$ cat config.mk
export PLATFORM = sky130hd
export DESIGN_NAME = fifo_rd_pack_flat
export DESIGN_NICKNAME = d
export VERILOG_FILES = /design/src/rtl/fifo_rd_pack_pkg.sv /design/src/rtl/fifo_rd_pack_if.sv /design/src/rtl/fifo_rd_pack_tmo.sv /design/src/rtl/fifo_rd_pack.sv /design/src/flat_wrapper.sv
export SDC_FILE = /design/constraint.sdc
export NUM_CORES = 1
export LEC_CHECK = 0
export CELL_PAD_IN_SITES_DETAIL_PLACEMENT = 1
export CELL_PAD_IN_SITES_GLOBAL_PLACEMENT = 2
export CORE_MARGIN = 4
export CORE_UTILIZATION = 28
export CTS_BUF_LIST = sky130_fd_sc_hd__clkbuf_2 sky130_fd_sc_hd__clkbuf_4 sky130_fd_sc_hd__clkbuf_8
export DETAILED_ROUTE_END_ITERATION = 8
export GPL_ROUTABILITY_DRIVEN = 0
export MAX_ROUTING_LAYER = met4
export PLACE_DENSITY = 0.75
export SYNTH_ARGS = -nofsm -noshare
export SYNTH_HDL_FRONTEND = slang
export SYNTH_SLANG_ARGS = --single-unit
$ cat constraint.sdc
create_clock -name rclk -period 1.72 [get_ports rclk]
set_clock_uncertainty 0.1 [all_clocks]
set_input_delay 0.516 -clock rclk [delete_from_list [all_inputs] [get_ports rclk]]
set_output_delay 0.516 -clock rclk [all_outputs]
set_load 0.03 [all_outputs]
$ cat src/rtl/fifo_rd_pack_pkg.sv
// Shared types and width helpers for the FIFO read-side word packer.
// No logic of its own; the state encoding and width helpers are used by every file of the block.
// Widths derive from RATIO per instance through the helper functions below.
package fifo_rd_pack_pkg;

  typedef enum logic {
    FILL = 1'b0,
    HOLD = 1'b1
  } state_t;

  // Lane index width, IDX_W = $clog2(RATIO); kept at least 1 bit so degenerate ratios still elaborate.
  function automatic int idx_width(input int ratio);
    return (ratio > 1) ? $clog2(ratio) : 1;
  endfunction

  // Valid-lane count width, CNT_W = $clog2(RATIO+1); must represent the value RATIO itself.
  function automatic int cnt_width(input int ratio);
    return $clog2(ratio + 1);
  endfunction

endpackage

$ cat src/rtl/fifo_rd_pack_if.sv
// FIFO read port plus packed-word stream, bundled for the packer.
// Pure wiring, zero latency.
// master = packer side (drives rinc and the stream), slave = FIFO/downstream side.
interface fifo_rd_pack_if
  import fifo_rd_pack_pkg::*;
#(
  parameter int DSIZE = 8,
  parameter int RATIO = 4
);

  localparam int CNT_W = cnt_width(RATIO);

  logic                   rempty;
  logic [DSIZE-1:0]       rdata;
  logic                   rinc;
  logic                   flush;
  logic [DSIZE*RATIO-1:0] out_data;
  logic [CNT_W-1:0]       out_cnt;
  logic                   out_valid;
  logic                   out_ready;

  modport master (
    input  rempty, rdata, flush, out_ready,
    output rinc, out_data, out_cnt, out_valid
  );

  modport slave (
    output rempty, rdata, flush, out_ready,
    input  rinc, out_data, out_cnt, out_valid
  );

endinterface

$ cat src/rtl/fifo_rd_pack_tmo.sv
// Idle timer for a partially filled packed word; raises hit when the word has waited tmo_cycles.
// hit is combinational from the registered count, so it acts in the same cycle as a flush would.
// Counts only while filling with lanes pending and no pop; tmo_cycles=0 disables it.
module fifo_rd_pack_tmo
  import fifo_rd_pack_pkg::*;
#(
  parameter int TMO_W = 8
) (
  input  logic             clk,
  input  logic             rst,
  input  logic             filling,
  input  logic             pending,
  input  logic             pop,
  input  logic             leave,
  input  logic [TMO_W-1:0] tmo_cycles,
  output logic             hit
);

  logic [TMO_W-1:0] idle_cnt;

  // Count idle cycles of a pending partial word; any pop or departure from FILL restarts it.
  always_ff @(posedge clk) begin
    if (rst || !filling || pop || leave) begin
      idle_cnt <= '0;
    end else if (pending) begin
      idle_cnt <= idle_cnt + 1'b1;
    end
  end

  assign hit = filling && pending && (tmo_cycles != '0) && (idle_cnt == tmo_cycles);

endmodule

$ cat src/rtl/fifo_rd_pack.sv
// Pops DSIZE words from a FWFT FIFO and packs RATIO of them (lane 0 oldest) into one stream word.
// out_valid rises one cycle after the final pop or flush edge; rinc is combinational.
// Holds out_data/out_cnt while out_ready=0; a handoff may pop the next word's lane 0 in the same cycle.
// Optional idle timeout enabled by defining FIFO_RD_PACK_TMO_EN (adds the tmo_cycles port).
module fifo_rd_pack
  import fifo_rd_pack_pkg::*;
#(
  parameter int DSIZE = 8,
  parameter int RATIO = 4,
  parameter int TMO_W = 8
) (
  input  logic             rclk,
  input  logic             rrst,
`ifdef FIFO_RD_PACK_TMO_EN
  input  logic [TMO_W-1:0] tmo_cycles,
`endif
  fifo_rd_pack_if.master   rd
);

  localparam int IDX_W = idx_width(RATIO);
  localparam int CNT_W = cnt_width(RATIO);
  localparam int WIDTH = DSIZE * RATIO;
  localparam logic [IDX_W-1:0] LAST_IDX = IDX_W'(RATIO - 1);
  // An illegal configuration leaves the block inert instead of popping words it cannot pack.
  localparam bit CFG_OK = (RATIO >= 2) && (TMO_W >= 1);

  state_t           state;
  logic [IDX_W-1:0] idx;
  logic [WIDTH-1:0] lanes;
  logic [CNT_W-1:0] cnt;
  logic             valid;

  logic pop;
  logic flush_req;
  logic tmo_hit;
  logic go_hold;

  // Pop whenever there is room: always while filling, and in HOLD only on the handoff cycle.
  assign pop = CFG_OK && !rrst && !rd.rempty &&
               ((state == FILL) || ((state == HOLD) && rd.out_ready));

  assign flush_req = rd.flush || tmo_hit;

  // Leave FILL when the last lane is written, or on a flush that has at least one word to send.
  assign go_hold = (state == FILL) &&
                   ((pop && (idx == LAST_IDX)) || (flush_req && ((idx != '0) || pop)));

  assign rd.rinc      = pop;
  assign rd.out_data  = lanes;
  assign rd.out_cnt   = cnt;
  assign rd.out_valid = valid;

`ifdef FIFO_RD_PACK_TMO_EN
  fifo_rd_pack_tmo #(
    .TMO_W(TMO_W)
  ) u_tmo (
    .clk       (rclk),
    .rst       (rrst),
    .filling   (state == FILL),
    .pending   (idx != '0),
    .pop       (pop),
    .leave     (go_hold),
    .tmo_cycles(tmo_cycles),
    .hit       (tmo_hit)
  );
`else
  assign tmo_hit = 1'b0;
`endif

  // Packing FSM: FILL gathers lanes, HOLD presents the word until the downstream takes it.
  always_ff @(posedge rclk) begin
    if (rrst) begin
      state <= FILL;
      idx   <= '0;
      lanes <= '0;
      cnt   <= '0;
      valid <= 1'b0;
    end else if (state == FILL) begin
      if (pop) begin
        lanes[idx*DSIZE +: DSIZE] <= rd.rdata;
      end
      if (go_hold) begin
        state <= HOLD;
        valid <= 1'b1;
        cnt   <= CNT_W'(idx) + CNT_W'(pop);
        idx   <= '0;
      end else if (pop) begin
        idx <= idx + 1'b1;
      end
    end else if (rd.out_ready) begin
      // Handoff: unused lanes of the next word must read as zero, so clear them all first.
      state <= FILL;
      valid <= 1'b0;
      cnt   <= '0;
      lanes <= '0;
      idx   <= '0;
      if (pop) begin
        lanes[DSIZE-1:0] <= rd.rdata;
        idx              <= IDX_W'(1);
      end
    end
  end

endmodule

$ cat src/flat_wrapper.sv
// flat-port wrapper written by rule: the top's interface ports become plain ports
module fifo_rd_pack_flat import fifo_rd_pack_pkg::*;
#(
  parameter int DSIZE = 8,
  parameter int RATIO = 4,
  parameter int TMO_W = 8
)
  (rclk, rrst, rd_rempty, rd_rdata, rd_flush, rd_out_ready, rd_rinc, rd_out_data, rd_out_cnt, rd_out_valid);
  fifo_rd_pack_if #(.DSIZE(DSIZE), .RATIO(RATIO)) rd_i ();
  input  logic rclk;
  input  logic rrst;
  input wire logic [$bits(rd_i.rempty)-1:0] rd_rempty;
  input wire logic [$bits(rd_i.rdata)-1:0] rd_rdata;
  input wire logic [$bits(rd_i.flush)-1:0] rd_flush;
  input wire logic [$bits(rd_i.out_ready)-1:0] rd_out_ready;
  output wire logic [$bits(rd_i.rinc)-1:0] rd_rinc;
  output wire logic [$bits(rd_i.out_data)-1:0] rd_out_data;
  output wire logic [$bits(rd_i.out_cnt)-1:0] rd_out_cnt;
  output wire logic [$bits(rd_i.out_valid)-1:0] rd_out_valid;
  assign rd_i.rempty = rd_rempty;
  assign rd_i.rdata = rd_rdata;
  assign rd_i.flush = rd_flush;
  assign rd_i.out_ready = rd_out_ready;
  assign rd_rinc = rd_i.rinc;
  assign rd_out_data = rd_i.out_data;
  assign rd_out_cnt = rd_i.out_cnt;
  assign rd_out_valid = rd_i.out_valid;
  fifo_rd_pack #(.DSIZE(DSIZE), .RATIO(RATIO), .TMO_W(TMO_W)) u_core (.rclk(rclk), .rrst(rrst), .rd(rd_i));
endmodule
==> results.json <==
{
  "dp_cells": 342,
  "gr-usage-met2_pct": 26.5,
  "p_clk_share_pct": 29.5,
  "n_antenna_cell": 0,
  "layout.nets": 293,
  "hold_class": "reg2reg",
  "die_h_um": 91.4,
  "wl_per_cell_um": 17.4,
  "fin_hold_ws_ns": 0.356,
  "grtUsageMet1_pct": 19.1,
  "grt_pass1_wl_mm": 10.1,
  "rows": 30,
  "fin_setup_tns_ns": -0.00875,
  "synth_flop_cell": "dfxtp_1",
  "placed_area_um2": 2750,
  "crit_required_ns": 1.10,
  "port_buffers": 49,
  "powerDensity_nw_per_um2": 744,
  "worstSetupPathType": "in2out",
  "vias": 1860,
  "rsz0062_at_grt": "yes",
  "antenna_found_initial": 0,
  "drt-total-wl_mm": 6.13,
  "top_level_ports": 50,
  "grt.met3_usage_pct": 2.24,
  "route.detailed.drc": 0,
  "reg2reg_from": "u_core.idx[1]",
  "ys_types": 42,
  "clk_latency_ns": 0.28,
  "cts_hold_buf": 0,
  "ys_seq_elements": 39,
  "drv_slew": 0,
  "slew_headroom_pct": 74.4,
  "grt_pass1_vias": 2033,
  "synth-seq-area-share_pct": 40.1,
  "synthCells": 196,
  "vdd_drop_max_uv": 369,
  "worst_slew_pin_slew_ns": 0.383,
  "r2r_slack_ns": 0.10,
  "ys_warn_count": 0,
  "dieArea_um2": 8350,
  "track_usage_pct": 15.7,
  "clkSinkCount": 39,
  "worst_slack_ns": -0.00875,
  "post-route-min-period_ns": 1.73,
  "fin_crit_sh_pct": 101,
  "status": "finished, violations left",
  "htreeDepth": 2,
  "maxCapViolations": 0,
  "cts.clk_slew.worst_paths_ns": 0.08,
  "violations": "setup timing",
  "synthToLayoutAreaGrowth_pct": 48.8,
  "ff2ff_path_depth": 7,
  "fin_cells": 353,
  "mostFrequentLayoutCell": "dfxtp_1",
  "synth-edff-count": 0,
  "drt_iter0_drc": 80,
  "timing.rr.end": "u_core.rd.out_data[12]",
  "dieWidth_um": 91.4,
  "clockRootBuffer": "clkbuf_8",
  "fillerInstances": 788,
  "holdPathStages": 2,
  "leakage_uw": 0.00119,
  "synthesis.nets": 217,
  "netSwitchingPower_uw": 664,
  "dp_hpwl_mm": 4.47,
  "clk_path_buf_depth": 2,
  "start_kind": "input port",
  "syn_avg_cell_area_um2": 9.93,
  "grt_max_degree": 18,
  "syn_area_um2": 1950,
  "final_cell_mix": "dfxtp_1 (36), dlygate4sd2_1 (35), buf_4 (34)",
  "swShare_pct": 30.8,
  "worstPathMaxFanout": 2,
  "timing.fmax_mhz": 578,
  "finalPower_uw": 2150,
  "overflow": 0,
  "ys_async_sr_fraction_pct": 0,
  "cp.arrival_ns": 1.11,
  "min_from": "u_core.rd.out_cnt[1]",
  "ant_nets": 0,
  "vias_per_cell": 5.27,
  "setup_violations": 1,
  "dr.pass1.iters": 4,
  "hold_viol": 0,
  "cts_buffers": 5,
  "start_util_pct": 28.8,
  "combinationalPowerShare_pct": 26.3,
  "top_usage_layer": "met2",
  "end_kind": "output port",
  "internal_power_uw": 1490,
  "seqPwrFrac_pct": 44.3,
  "cts_tree": "done",
  "holdPathEnd": "u_core.rd.out_cnt[1]",
  "finalInstanceArea_um2": 2900,
  "core_um2": 6760,
  "final_layout_size_suffix_gt1_share_pct": 28.2
}
## state kept, by name (all words and copies together), names as in the netlist
| register | count |
|---|---|
| u_core.rd.out_valid | 1 |
| u_core.rd.out_cnt | 3 |
| u_core.rd.out_data | 32 |
| u_core.idx | 2 |
| u_core.state | 1 |
## power groups by stage
stage / combinational, uW / clock, uW / sequential [uW]
finish: 566 / 635 / 954
global route: 609 / 700 / 959
CTS: 545 / 665 / 952
detailed placement: 533 / 0 / 972
global placement: 521 / 0 / 973
floorplan: 254 / 0 / 1020
## layout make-up
class                   instances  area [um^2]  area share (%)
clock buffers                   6         76.3            2.64
clock inverters                 2         12.5           0.432
inverters                       3         13.8           0.475
multi-input cells             137         1150            39.6
flip-flops and latches         39          790            27.3
well taps                      80          100            3.46
repair buffers                 86          756            26.1
## routing by layer
metal	up-vias	wire [um]
li1	903	-
met5	-	0
met3	10	192
met2	46	3030
met4	0	109
met1	901	2800
## synthesized netlist by cell type (2+ instances only)
| master | number | area share (%) |
|---|---|---|
| nor2b_1 | 2 | 0.64 |
| nor4b_4 | 3 | 3.7 |
| buf_2 | 5 | 1.3 |
| nor2_1 | 6 | 1.2 |
| o2111ai_1 | 23 | 10 |
| ha_1 | 8 | 5.1 |
| mux2i_1 | 4 | 2.1 |
| dfxtp_1 | 39 | 40 |
| o21ai_1 | 15 | 3.9 |
| nand2b_1 | 20 | 6.4 |
| or2_1 | 3 | 0.96 |
| nand3_1 | 8 | 2.1 |
| clkbuf_1 | 4 | 0.77 |
| a21oi_1 | 12 | 3.1 |
| buf_1 | 2 | 0.39 |
| o21ai_0 | 2 | 0.51 |
| nand2_1 | 4 | 0.77 |
| a32o_1 | 8 | 4.1 |
| buf_4 | 3 | 1.2 |
| inv_1 | 3 | 0.58 |
## critical path: stages
cell and delay (ns):
buf_8 0.09, or2_4 0.25, nor2_4 0.12, buf_12 0.13
## kinds of logic after synthesis
group / after synthesis / synth area share, %
compound gates: 70 / 27.1
fa+ha+maj: 8 / 5.14
buf+inv: 20 / 5.79
flops: 39 / 40.1
mux: 4 / 2.06
simple gates: 55 / 19.7
## how the worst max path moves through the flow
stage,slack [ns],to,cells after the start,startpoint
floorplan,-0.10,u_core.rd.out_cnt[1],7,rd_rempty
global route,-0.04,rd_rinc,4,rrst
detailed placement,-0.55,u_core.idx[1],5,rrst
global placement,-0.47,rd_rinc,4,rd_rempty
CTS,-0.18,rd_rinc,4,rd_rempty
finish,-0.009,rd_rinc,4,rrst
## through the flow
step	worst slack (ns)	utilization [%]
5_1_grt	-0.0432	42.9
2_1_floorplan	-0.101	-
3_3_place_gp	-0.467	40.7
3_5_place_dp	-0.550	40.7
4_1_cts	-0.181	41.9
6_report	-0.00875	42.9
## what timing repair did
action                                  in CTS  in global routing
endpoints found under the setup margin      74                 35
resized for setup                           48                 27
cloned                                       0                  0
setup buffers                                2                  2
pin swaps                                    2                 10
(Power assumes the default switching activity.)
